===== config.mk =====
export PLATFORM = sky130hd
export DESIGN_NAME = param_counter_updown
export DESIGN_NICKNAME = d
export VERILOG_FILES = /design/src/rtl/counter_pkg.sv /design/src/rtl/counter_term_detect.sv /design/src/rtl/param_counter_updown.sv
export SDC_FILE = /design/constraint.sdc
export NUM_CORES = 1
export LEC_CHECK = 0
export ABC_AREA = 0
export BUFFER_PORTS_ARGS = -buffer_cell sky130_fd_sc_hd__buf_2
export CORE_MARGIN = 3
export CORE_UTILIZATION = 44
export CTS_CLUSTER_SIZE = 16
export DETAILED_ROUTE_END_ITERATION = 7
export GPL_TIMING_DRIVEN = 0
export PLACE_DENSITY = 0.75
export SLEW_MARGIN = 5
export SYNTH_ARGS = -nofsm -noshare
export SYNTH_HDL_FRONTEND = slang
export SYNTH_SLANG_ARGS = --single-unit

===== constraint.sdc =====
create_clock -name clock50 -period 2.3 [get_ports clock50]
set_input_delay 0.115 -clock clock50 [delete_from_list [all_inputs] [get_ports clock50]]
set_output_delay 0.115 -clock clock50 [all_outputs]
set_load 0.01 [all_outputs]

===== src/rtl/counter_pkg.sv =====
`default_nettype none
// ----------------------------------------------------------------------------
// counter_pkg : direction/mode constants and range check for the up/down counter
// Rev 1.0
// ----------------------------------------------------------------------------
package counter_pkg;

  localparam logic COUNT_UP   = 1'b1;
  localparam logic COUNT_DOWN = 1'b0;
  localparam logic MODE_WRAP  = 1'b0;
  localparam logic MODE_SAT   = 1'b1;

  // True when the count range is representable and ordered.
  function automatic logic range_ok(input int unsigned     width,
                                    input longint unsigned lo,
                                    input longint unsigned hi);
    return (width >= 1) && (width <= 32) && (lo <= hi) && (hi < (64'd1 << width));
  endfunction

endpackage
`default_nettype wire


===== src/rtl/counter_term_detect.sv =====
`default_nettype none
// ----------------------------------------------------------------------------
// counter_term_detect : flags a count sitting at (or past) the bound it moves toward
// Rev 1.0
// ----------------------------------------------------------------------------
module counter_term_detect
  import counter_pkg::*;
#(
  parameter int                      counterWidth = 8,
  parameter logic [counterWidth-1:0] LO_BOUND     = '0,
  parameter logic [counterWidth-1:0] HI_BOUND     = '1
) (
  input  logic [counterWidth-1:0] qn,
  input  logic                    up_dn,
  output logic                    at_boundary
);

  // Out-of-range loaded values count as boundary hits so they fold back into range.
  always_comb begin
    if (up_dn == COUNT_DOWN) begin
      at_boundary = (qn <= LO_BOUND);
    end else begin
      at_boundary = (qn >= HI_BOUND);
    end
  end

endmodule
`default_nettype wire


===== src/rtl/param_counter_updown.sv =====
`default_nettype none
// ----------------------------------------------------------------------------
// param_counter_updown : ranged up/down counter with load, wrap/saturate, cascade TC
// Rev 1.0
// ----------------------------------------------------------------------------
module param_counter_updown
  import counter_pkg::*;
#(
  parameter int              counterWidth = 8,
  parameter longint unsigned startValue   = 0,
  parameter longint unsigned endValue     = (64'd1 << counterWidth) - 64'd1,
  parameter bit              SATURATE     = MODE_WRAP
) (
  input  logic                    clock50,
  input  logic                    MR_n,
  input  logic                    CEP,
  input  logic                    load,
  input  logic [counterWidth-1:0] loadValue,
  input  logic                    up_dn,
  output logic [counterWidth-1:0] Qn_out,
  output logic                    TC_out,
  output logic                    wrap_out
);

  if (!range_ok(counterWidth, startValue, endValue)) begin : g_bad_range
    $fatal(1, "param_counter_updown: need 1<=counterWidth<=32 and startValue<=endValue<2**counterWidth");
  end

  localparam logic [counterWidth-1:0] c_start = startValue[counterWidth-1:0];
  localparam logic [counterWidth-1:0] c_end   = endValue[counterWidth-1:0];
  localparam logic [counterWidth-1:0] c_one   = counterWidth'(1);

  logic [counterWidth-1:0] count_q, count_d;
  logic                    wrap_q, wrap_d;
  logic                    at_boundary;

  counter_term_detect #(
    .counterWidth (counterWidth),
    .LO_BOUND     (c_start),
    .HI_BOUND     (c_end)
  ) u_term_detect (
    .qn          (count_q),
    .up_dn       (up_dn),
    .at_boundary (at_boundary)
  );

  always_comb begin
    count_d = count_q;
    wrap_d  = 1'b0;
    if (load) begin
      count_d = loadValue;
    end else if (CEP) begin
      if (at_boundary) begin
        wrap_d = 1'b1;
        // Wrap jumps to the opposite bound; saturate stays on the bound just reached.
        if (SATURATE == MODE_SAT) begin
          count_d = (up_dn == COUNT_UP) ? c_end : c_start;
        end else begin
          count_d = (up_dn == COUNT_UP) ? c_start : c_end;
        end
      end else if (up_dn == COUNT_UP) begin
        count_d = count_q + c_one;
      end else begin
        count_d = count_q - c_one;
      end
    end
  end

  always_ff @(posedge clock50 or negedge MR_n) begin
    if (!MR_n) begin
      count_q <= c_start;
      wrap_q  <= 1'b0;
    end else begin
      count_q <= count_d;
      wrap_q  <= wrap_d;
    end
  end

  assign Qn_out   = count_q;
  assign wrap_out = wrap_q;
  assign TC_out   = CEP & at_boundary;

endmodule
`default_nettype wire


==> reports/metrics.csv, run 1 <==
stage;metric;value;unit
status;status;complete, no violations;
placement;placed cell areas;983;um2
setup_path;worst reg2reg setup slack;270;ps
setup_path;FF-to-FF Start;Qn_out[0];
clock_tree;root buffer cell;clkbuf_4;
yosys;Synth cell types;39;
yosys;Avg Cell Area, Syn;8.44;um2
global_routing;total congestion overflow;0;
cells_and_area;most frequent cells in the layout;22 x buf_2, 10 x nor2_1, 9 x dfrtp_1;
die;Die Wd;50.0;um
cells_and_area;Area Growth Syn to Fin;19.7;%
setup_path;Critical Path Source;Qn_out[0];
yosys;leading area contributor after synthesis;dfrtp_1;
global_routing;GR peak layer;met2;
pwr;Worst IR Drop VDD;0.305;mV
global_routing;met3 usage;2.72;%
routing;DR WL/cell;13.8;um
placement;placed cells;146;
cells_and_area;fraction of layout cells with a size suffix above 1;25.4;%
pwr;static leakage;0.465;nW
yosys;Synth Net Count;121;
global_routing;GRT Util Overall;18.7;%
timing;Final Setup Violations;0;
timing;final hold vios;0;
global_routing;initial antenna violation count;0;
yosys;Yosys reg bits;9;
setup_path;Crit-path slowest cell;fa_1;
routing;Via density;5.85;
routing;via count;883;
timing;setup tns final;0;ps
timing;final slew viol count;0;
pwr;Power Dens Cells;632;nW/um2
die;Die H;50.0;um
global_routing;met2 GRT Util;30.9;%
run;# Max-Cap Violations;0;
clock_tree;CTS max path bufs;2;
setup_path;WP depth;5;
timing;final worst-path cycle share;88.3;%
die;FP Rows;15;
clock_tree;Post-CTS Repair Setup Buffers;0;
routing;final wirelength;2.09;mm
cells_and_area;final core utilization;57.2;%
global_routing;vias in the first global route;849;
yosys;register area share after synthesis;26.4;%
yosys;Synth top area share;26.4;%
setup_path;Crit path buffers/inverters;0;
cells_and_area;Fillers;154;
placement;Final GP Congestion;0.857;
setup_path;CP top delay family;compound AO/OA/AOI/OAI gates;
yosys;Synth Instances;101;
setup_path;ordered list of cells on the worst path;fa_1 -> a211oi_2 -> nor4b_1 -> nand4b_1 -> a221o_1;
min_path;Worst Hold Launch;loadValue[0];
setup_path;Worst EP arrival;2180;ps
clock_tree;post_cts resized;0;
yosys;Mapped Area;852;um2
clock_tree;CTS tree;yes;
min_path;worst min path class;primary input to flip-flop;
timing;RSZ-0062 raised after global routing;false;
clock_tree;Worst-Skew Late Latency;260;ps
setup_path;endpoint type of the worst setup path;flip-flop;
cells_and_area;antenna fix cells;0;
clock_tree;Clock H-tree levels;1;
setup_path;RR Endpoint;Qn_out[6];
setup_path;critical path startpoint category;flip-flop;
cells_and_area;commonest non-fill, non-tap cell in the layout;buf_2;
routing;drt first-iter violations;29;
timing;worst hold margin;68.2;ps
routing;# DRC;0;
setup_path;CP max stage delay;490;ps
setup_path;worst endpoint required time;2450;ps
cells_and_area;final std cell area, no fill;1020;um2
setup_path;Crit Path Category;flip-flop to flip-flop;
cells_and_area;layout net count;147;
global_routing;pin count of the biggest net entering global routing;11;
timing;worst slew pin tran;481;ps
global_routing;GR Util met1;23.2;%
global_routing;first-pass GRT wire length;3.66;mm
clock_tree;CTS buffer count;3;
routing;drt pass-1 iters;4;
setup_path;Setup crit end;Qn_out[6];
timing;Max Fclk;0.492;GHz
timing;minimum clock period;2030;ps
cells_and_area;fin cells;151;
clock_tree;Clk pin slew, worst setup/hold paths;60;ps
die;die area;2500;um2
yosys;top cells by area, synth;dfrtp_1 26%, ha_1 8.8%, nor2_1 4.4%;
placement;# port buffers;20;
die;core area;1780;um2
setup_path;Worst Path Max Fanout;7;
timing;relative max-transition margin;67.7;%
clock_tree;Hold Buf Count CTS;1;
clock_tree;clock sink count;9;
placement;hpwl dp;1.65;mm
setup_path;path depth of the worst reg2reg path;5;
die;io pins;23;
routing;antenna viol nets, final;0;
yosys;Synth Warn #;0;
timing;Post-Route Skew;9.05;ps
die;initial core utilization;47.8;%
## registers in the layout, summed over array words and instances, names as in the netlist
name,count
wrap_out,1
Qn_out,8
## kinds of logic (layout without fill, tap and decap cells)
| logic type | count (synthesis) | count (layout) | synth area share (%) |
|---|---|---|---|
| AOI/OAI and AO/OA | 32 | 32 | 27.3 |
| xor gates and xnor gates | 3 | 3 | 3.08 |
| adders and majority gates | 7 | 7 | 11.2 |
| buffers and inverters | 8 | 33 | 3.82 |
| DFF | 9 | 9 | 26.4 |
| muxes | 1 | 1 | 1.17 |
| and+or+nand+nor | 41 | 41 | 27.0 |
## final cells by class
class	count	area (um2)	share of cell area [%]
Inverter	5	18.8	1.84
Clock buffer	4	26.3	2.58
Sequential cell	9	225	22.1
Buffer	3	13.8	1.35
Multi-Input combinational cell	84	594	58.3
Tap cell	25	31.3	3.07
Timing Repair Buffer	21	110	10.8
## report_power, final
part / internal, W / leakage [nW] / switching, W
sequential: 0.000182 / 0.106 / 0.0000430
clock: 0.0000667 / 0.0150 / 0.0000534
combinational: 0.000135 / 0.344 / 0.000164
total: 0.000384 / 0.465 / 0.000260
## tightest hold or removal path: stages
cell and delay [ps]:
buf_2 70, nand2_1 40, o21ai_0 60
## per-layer routing
metal  vias up  wire length, um
met1       410              937
met4         0               34
met2        34             1010
li1        435                -
met3         4              108
met5         -                0
## worst min path at each step
stage / end / slack [ps] / cells after the start
after detailed placement: Qn_out[0] / -20 / 1
final: Qn_out[0] / 70 / 3
after global routing: Qn_out[6] / 100 / 2
after floorplan: Qn_out[0] / -180 / 0
after global placement: Qn_out[0] / -30 / 1
after CTS: Qn_out[0] / 60 / 3
## synth_stat cells
cell,instances
nand2_1,8
a221o_1,1
nand2b_4,1
and3b_1,1
or4_1,2
nand2b_1,3
ha_1,6
or2_2,1
o311a_1,1
a211oi_1,2
a21o_1,2
buf_2,2
nor4b_1,1
nor2b_1,1
fa_1,1
nand3_1,4
nor4_2,2
nor3_1,5
a21o_2,1
dfrtp_1,9
a211oi_2,2
nand4_1,1
a31oi_1,3
xnor2_1,2
a2bb2oi_1,1
o211ai_1,2
mux2i_1,1
a211o_1,1
o31ai_1,1
o21ai_1,1
a221oi_1,3
a31o_1,1
nand4b_1,1
nor2_1,10
a21oi_1,5
inv_1,5
o21ai_0,5
xor2_1,1
buf_1,1
## metrics by stage
step / setup slack [ps] / power (W)
3_3_place_gp: 268 / 0.000515
5_1_grt: 139 / 0.000698
3_5_place_dp: 270 / 0.000523
2_1_floorplan: 408 / 0.000438
6_report: 268 / 0.000645
4_1_cts: 265 / 0.000647
No activity file was read; power rests on OpenSTA's default activity.
==> inputs of run 2 (changes only) <==
SYNTH_HIERARCHICAL = 1   (was default)
==> run 2 against run 1 <==
  * Clock power increased by 5%
  * Synthesized cell count increased by 2.0%
  * Non-clock buffer count increased by 2
  * Power decreased by 3.1%
  * Critical path depth increased by 1
  * Wire length decreased by 0.96%
  * Register-to-register slack improved by 130 ps
  * Sequential power decreased by 3%
  * Cell area decreased by 2.9%
  * Global-route usage decreased by 0.73 points
  * Sequential share of layout area increased by 0.67 points
  * Largest power group unchanged
  * Synthesized area decreased by 4.0%
==> reports/metrics.csv, run 2 <==
stage;metric;value;unit;change
cells_and_area;layout net count;150;;+2.0%
routing;drt first-iter violations;17;;-41%
setup_path;CP max stage delay;470;ps;-20 ps
clock_tree;CTS tree;yes;;
global_routing;initial antenna violation count;0;;unchanged
cells_and_area;fin cells;153;;+1.3%
pwr;sw frac;40.4;%;about the same
pwr;Design Power;0.000624;W;-3.1%
pwr;internal power;0.000372;W;-3.2%
cells_and_area;Area Growth Syn to Fin;20.9;%;
yosys;Commonest cells post-synth;15 x nand2_1, 9 x dfrtp_1, 9 x nor2_1, 9 x o21ai_0, 7 x a21oi_1;;
clock_tree;root buffer cell;clkbuf_4;;
yosys;ys flop type;dfrtp_1;;
pwr;sequential power share;35.0;%;about the same
setup_path;endpoint type of the worst setup path;flip-flop;;
die;core area;1630;um2;-8.6%
yosys;most numerous cell in the Yosys netlist;nand2_1;;
setup_path;worst reg2reg setup slack;400;ps;+130 ps
status;status;complete, no violations;;
routing;Via density;5.39;;-7.9%
timing;worst slew pin tran;412;ps;-69.4 ps
yosys;number of flops mapped to enable cells by yosys;0;;unchanged
setup_path;Worst EP arrival;2060;ps;-120 ps
routing;DR WL/cell;13.5;um;-2.3%
routing;# DRC;0;;unchanged
clock_tree;Worst-Skew Late Latency;270;ps;about the same
cells_and_area;antenna fix cells;0;;unchanged
cells_and_area;fraction of layout cells with a size suffix above 1;27.1;%;+1.7 points
die;FP Rows;14;;-1
die;die area;2410;um2;-3.5%
min_path;worst min path class;primary input to flip-flop;;
setup_path;FF-to-FF Start;Qn_out[0];;
yosys;Avg Cell Area, Syn;7.94;um2;-5.8%
die;initial core utilization;50.2;%;+2.4 points
pwr;Worst IR Drop VDD;0.321;mV;+5.5%
global_routing;first-pass GRT wire length;3.41;mm;-7.0%
setup_path;critical path startpoint category;flip-flop;;
routing;antenna viol nets, final;0;;unchanged
setup_path;CP top delay family;compound AO/OA/AOI/OAI gates;;
routing;via count;824;;-6.7%
yosys;Synth top area share;27.5;%;+1.1 points
pwr;Switching Power;0.000253;W;-3.0%
timing;setup tns final;0;ps;unchanged
yosys;Synth Instances;103;;+2.0%
placement;Final GP Congestion;0.851;;-0.68%
yosys;asr flop ratio synth;100;%;unchanged
yosys;register area share after synthesis;27.5;%;+1.1 points
setup_path;RR Endpoint;Qn_out[4];;
yosys;Synth Warn #;6;;+6
die;Die H;49.1;um;-1.8%
global_routing;GRT Util Overall;18.0;%;-0.73 points
yosys;Yosys reg bits;9;;unchanged
pwr;Power Dens Cells;631;nW/um2;-0.18%
timing;RSZ-0062 raised after global routing;false;;
pwr;Clock Power Share;20.2;%;+1.6 points
clock_tree;clock sink count;9;;unchanged
timing;Max Fclk;0.526;GHz;+6.8%
setup_path;path depth of the worst reg2reg path;6;;+1
cells_and_area;most frequent cells in the layout;23 x buf_2, 15 x nand2_1, 9 x dfrtp_1, 9 x o21ai_0, 9 x nor2_1;;
timing;minimum clock period;1900;ps;-130 ps
cells_and_area;Fillers;157;;+1.9%
yosys;top cells by area, synth;dfrtp_1 28%, ha_1 9.2%, nand2_1 6.9%;;
pwr;Comb power frac;44.9;%;-1.5 points
min_path;Worst Hold Launch;loadValue[3];;
setup_path;Crit path buffers/inverters;0;;unchanged
setup_path;Crit Path Category;flip-flop to flip-flop;;
setup_path;Crit-path slowest cell;dfrtp_1;;
timing;Final Setup Violations;0;;unchanged
global_routing;pin count of the biggest net entering global routing;11;;unchanged
clock_tree;Clk pin slew, worst setup/hold paths;60;ps;about the same
timing;setup ws final;399;ps;+130 ps
timing;final hold vios;0;;unchanged
cells_and_area;final core utilization;60.8;%;+3.6 points
global_routing;vias in the first global route;791;;-6.8%
yosys;leading area contributor after synthesis;dfrtp_1;;
setup_path;Worst Path Max Fanout;8;;+1
clock_tree;post_cts resized;0;;unchanged
min_path;hold path depth;3;;unchanged
die;io pins;23;;unchanged
setup_path;WP depth;6;;+1
placement;hpwl dp;1.62;mm;-1.7%
routing;final wirelength;2.07;mm;-0.96%
clock_tree;CTS buffer count;3;;unchanged
placement;placed cells;148;;+1.4%
yosys;Synth Net Count;123;;+1.7%
setup_path;ordered list of cells on the worst path;fa_1 -> a21oi_1 -> o21bai_1 -> xnor2_1 -> nor4_1 -> a211o_2;;
timing;final worst-path cycle share;82.7;%;-5.7 points
timing;relative max-transition margin;72.6;%;+4.9 points
pwr;static leakage;0.457;nW;-1.7%
run;# Max-Cap Violations;0;;unchanged
placement;# port buffers;21;;+5.0%
cells_and_area;commonest non-fill, non-tap cell in the layout;buf_2;;
yosys;Synth cell types;36;;-7.7%
yosys;Mapped Area;818;um2;-4.0%
routing;drt pass-1 iters;4;;unchanged
min_path;Hold EP;Qn_out[3];;
timing;Post-Route Skew;4.71;ps;-4.34 ps
cells_and_area;max reg flops;8;;unchanged
global_routing;total congestion overflow;0;;unchanged
clock_tree;Clock H-tree levels;1;;unchanged
clock_tree;CTS max path bufs;2;;unchanged
die;Die Wd;49.1;um;-1.8%
setup_path;worst endpoint required time;2460;ps;about the same
clock_tree;Hold Buf Count CTS;1;;unchanged
timing;final slew viol count;0;;unchanged
placement;Setup Slack @ Placement;395;ps;+125 ps
clock_tree;Post-CTS Repair Setup Buffers;0;;unchanged
run 2: worst reg2reg max path: stages (launching register included):
cell and delay, ps:
dfrtp_1 470, fa_1 460, a21oi_1 200, o21bai_1 100, xnor2_1 190, nor4_1 80
a211o_2 300
run 2: layout make-up:
| class | count | area (um2) | area share [%] |
|---|---|---|---|
| sequential | 9 | 225 | 22.8 |
| inverter | 5 | 18.8 | 1.90 |
| tap | 24 | 30.0 | 3.03 |
| buffer | 4 | 18.8 | 1.90 |
| multi-input combinational | 85 | 556 | 56.1 |
| timing repair buffer | 22 | 115 | 11.6 |
| clock buffer | 4 | 26.3 | 2.65 |
run 2: through the flow:
stage | hold slack [ps] | area, um2
after floorplan | -181 | 818
after global placement | -23.6 | 953
after detailed placement | -16.4 | 953
after CTS | 41.6 | 990
after global routing | 57.1 | 990
final | 52.7 | 990
run 2: power groups by stage:
stage	Sequential [W]	Combinational, W	Clock (W)
2_1_floorplan	0.000222	0.000191	0
3_3_place_gp	0.000219	0.000270	0
3_5_place_dp	0.000220	0.000279	0
4_1_cts	0.000218	0.000282	0.000131
5_1_grt	0.000223	0.000313	0.000140
6_report	0.000218	0.000280	0.000126
run 2: worst max path at each step:
stage / from / to / slack, ps
floorplan: Qn_out[0] / Qn_out[4] / 560
global route: Qn_out[5] / Qn_out[5] / 220
finish: Qn_out[0] / Qn_out[4] / 400
detailed placement: up_dn / Qn_out[4] / 390
global placement: up_dn / Qn_out[4] / 410
CTS: Qn_out[0] / Qn_out[4] / 410
run 2: logic make-up (layout without fill, tap and decap cells):
| logic type | count (synthesis) | in the layout | synth area share [%] |
|---|---|---|---|
| simple gates | 43 | 43 | 25.5 |
| compound gates | 29 | 29 | 24.0 |
| flops | 9 | 9 | 27.5 |
| buf+inv | 9 | 35 | 4.59 |
| fa+ha+maj | 7 | 7 | 11.6 |
| xor+xnor | 5 | 5 | 5.35 |
| mux | 1 | 1 | 1.38 |
run 2: layer usage:
metal	wire (um)	up-vias	global-route usage (%)
li1	-	422	-
met1	917	374	21.3
met2	1010	24	30.4
met3	115	4	4.89
met4	27	0	7.11
met5	0	-	0
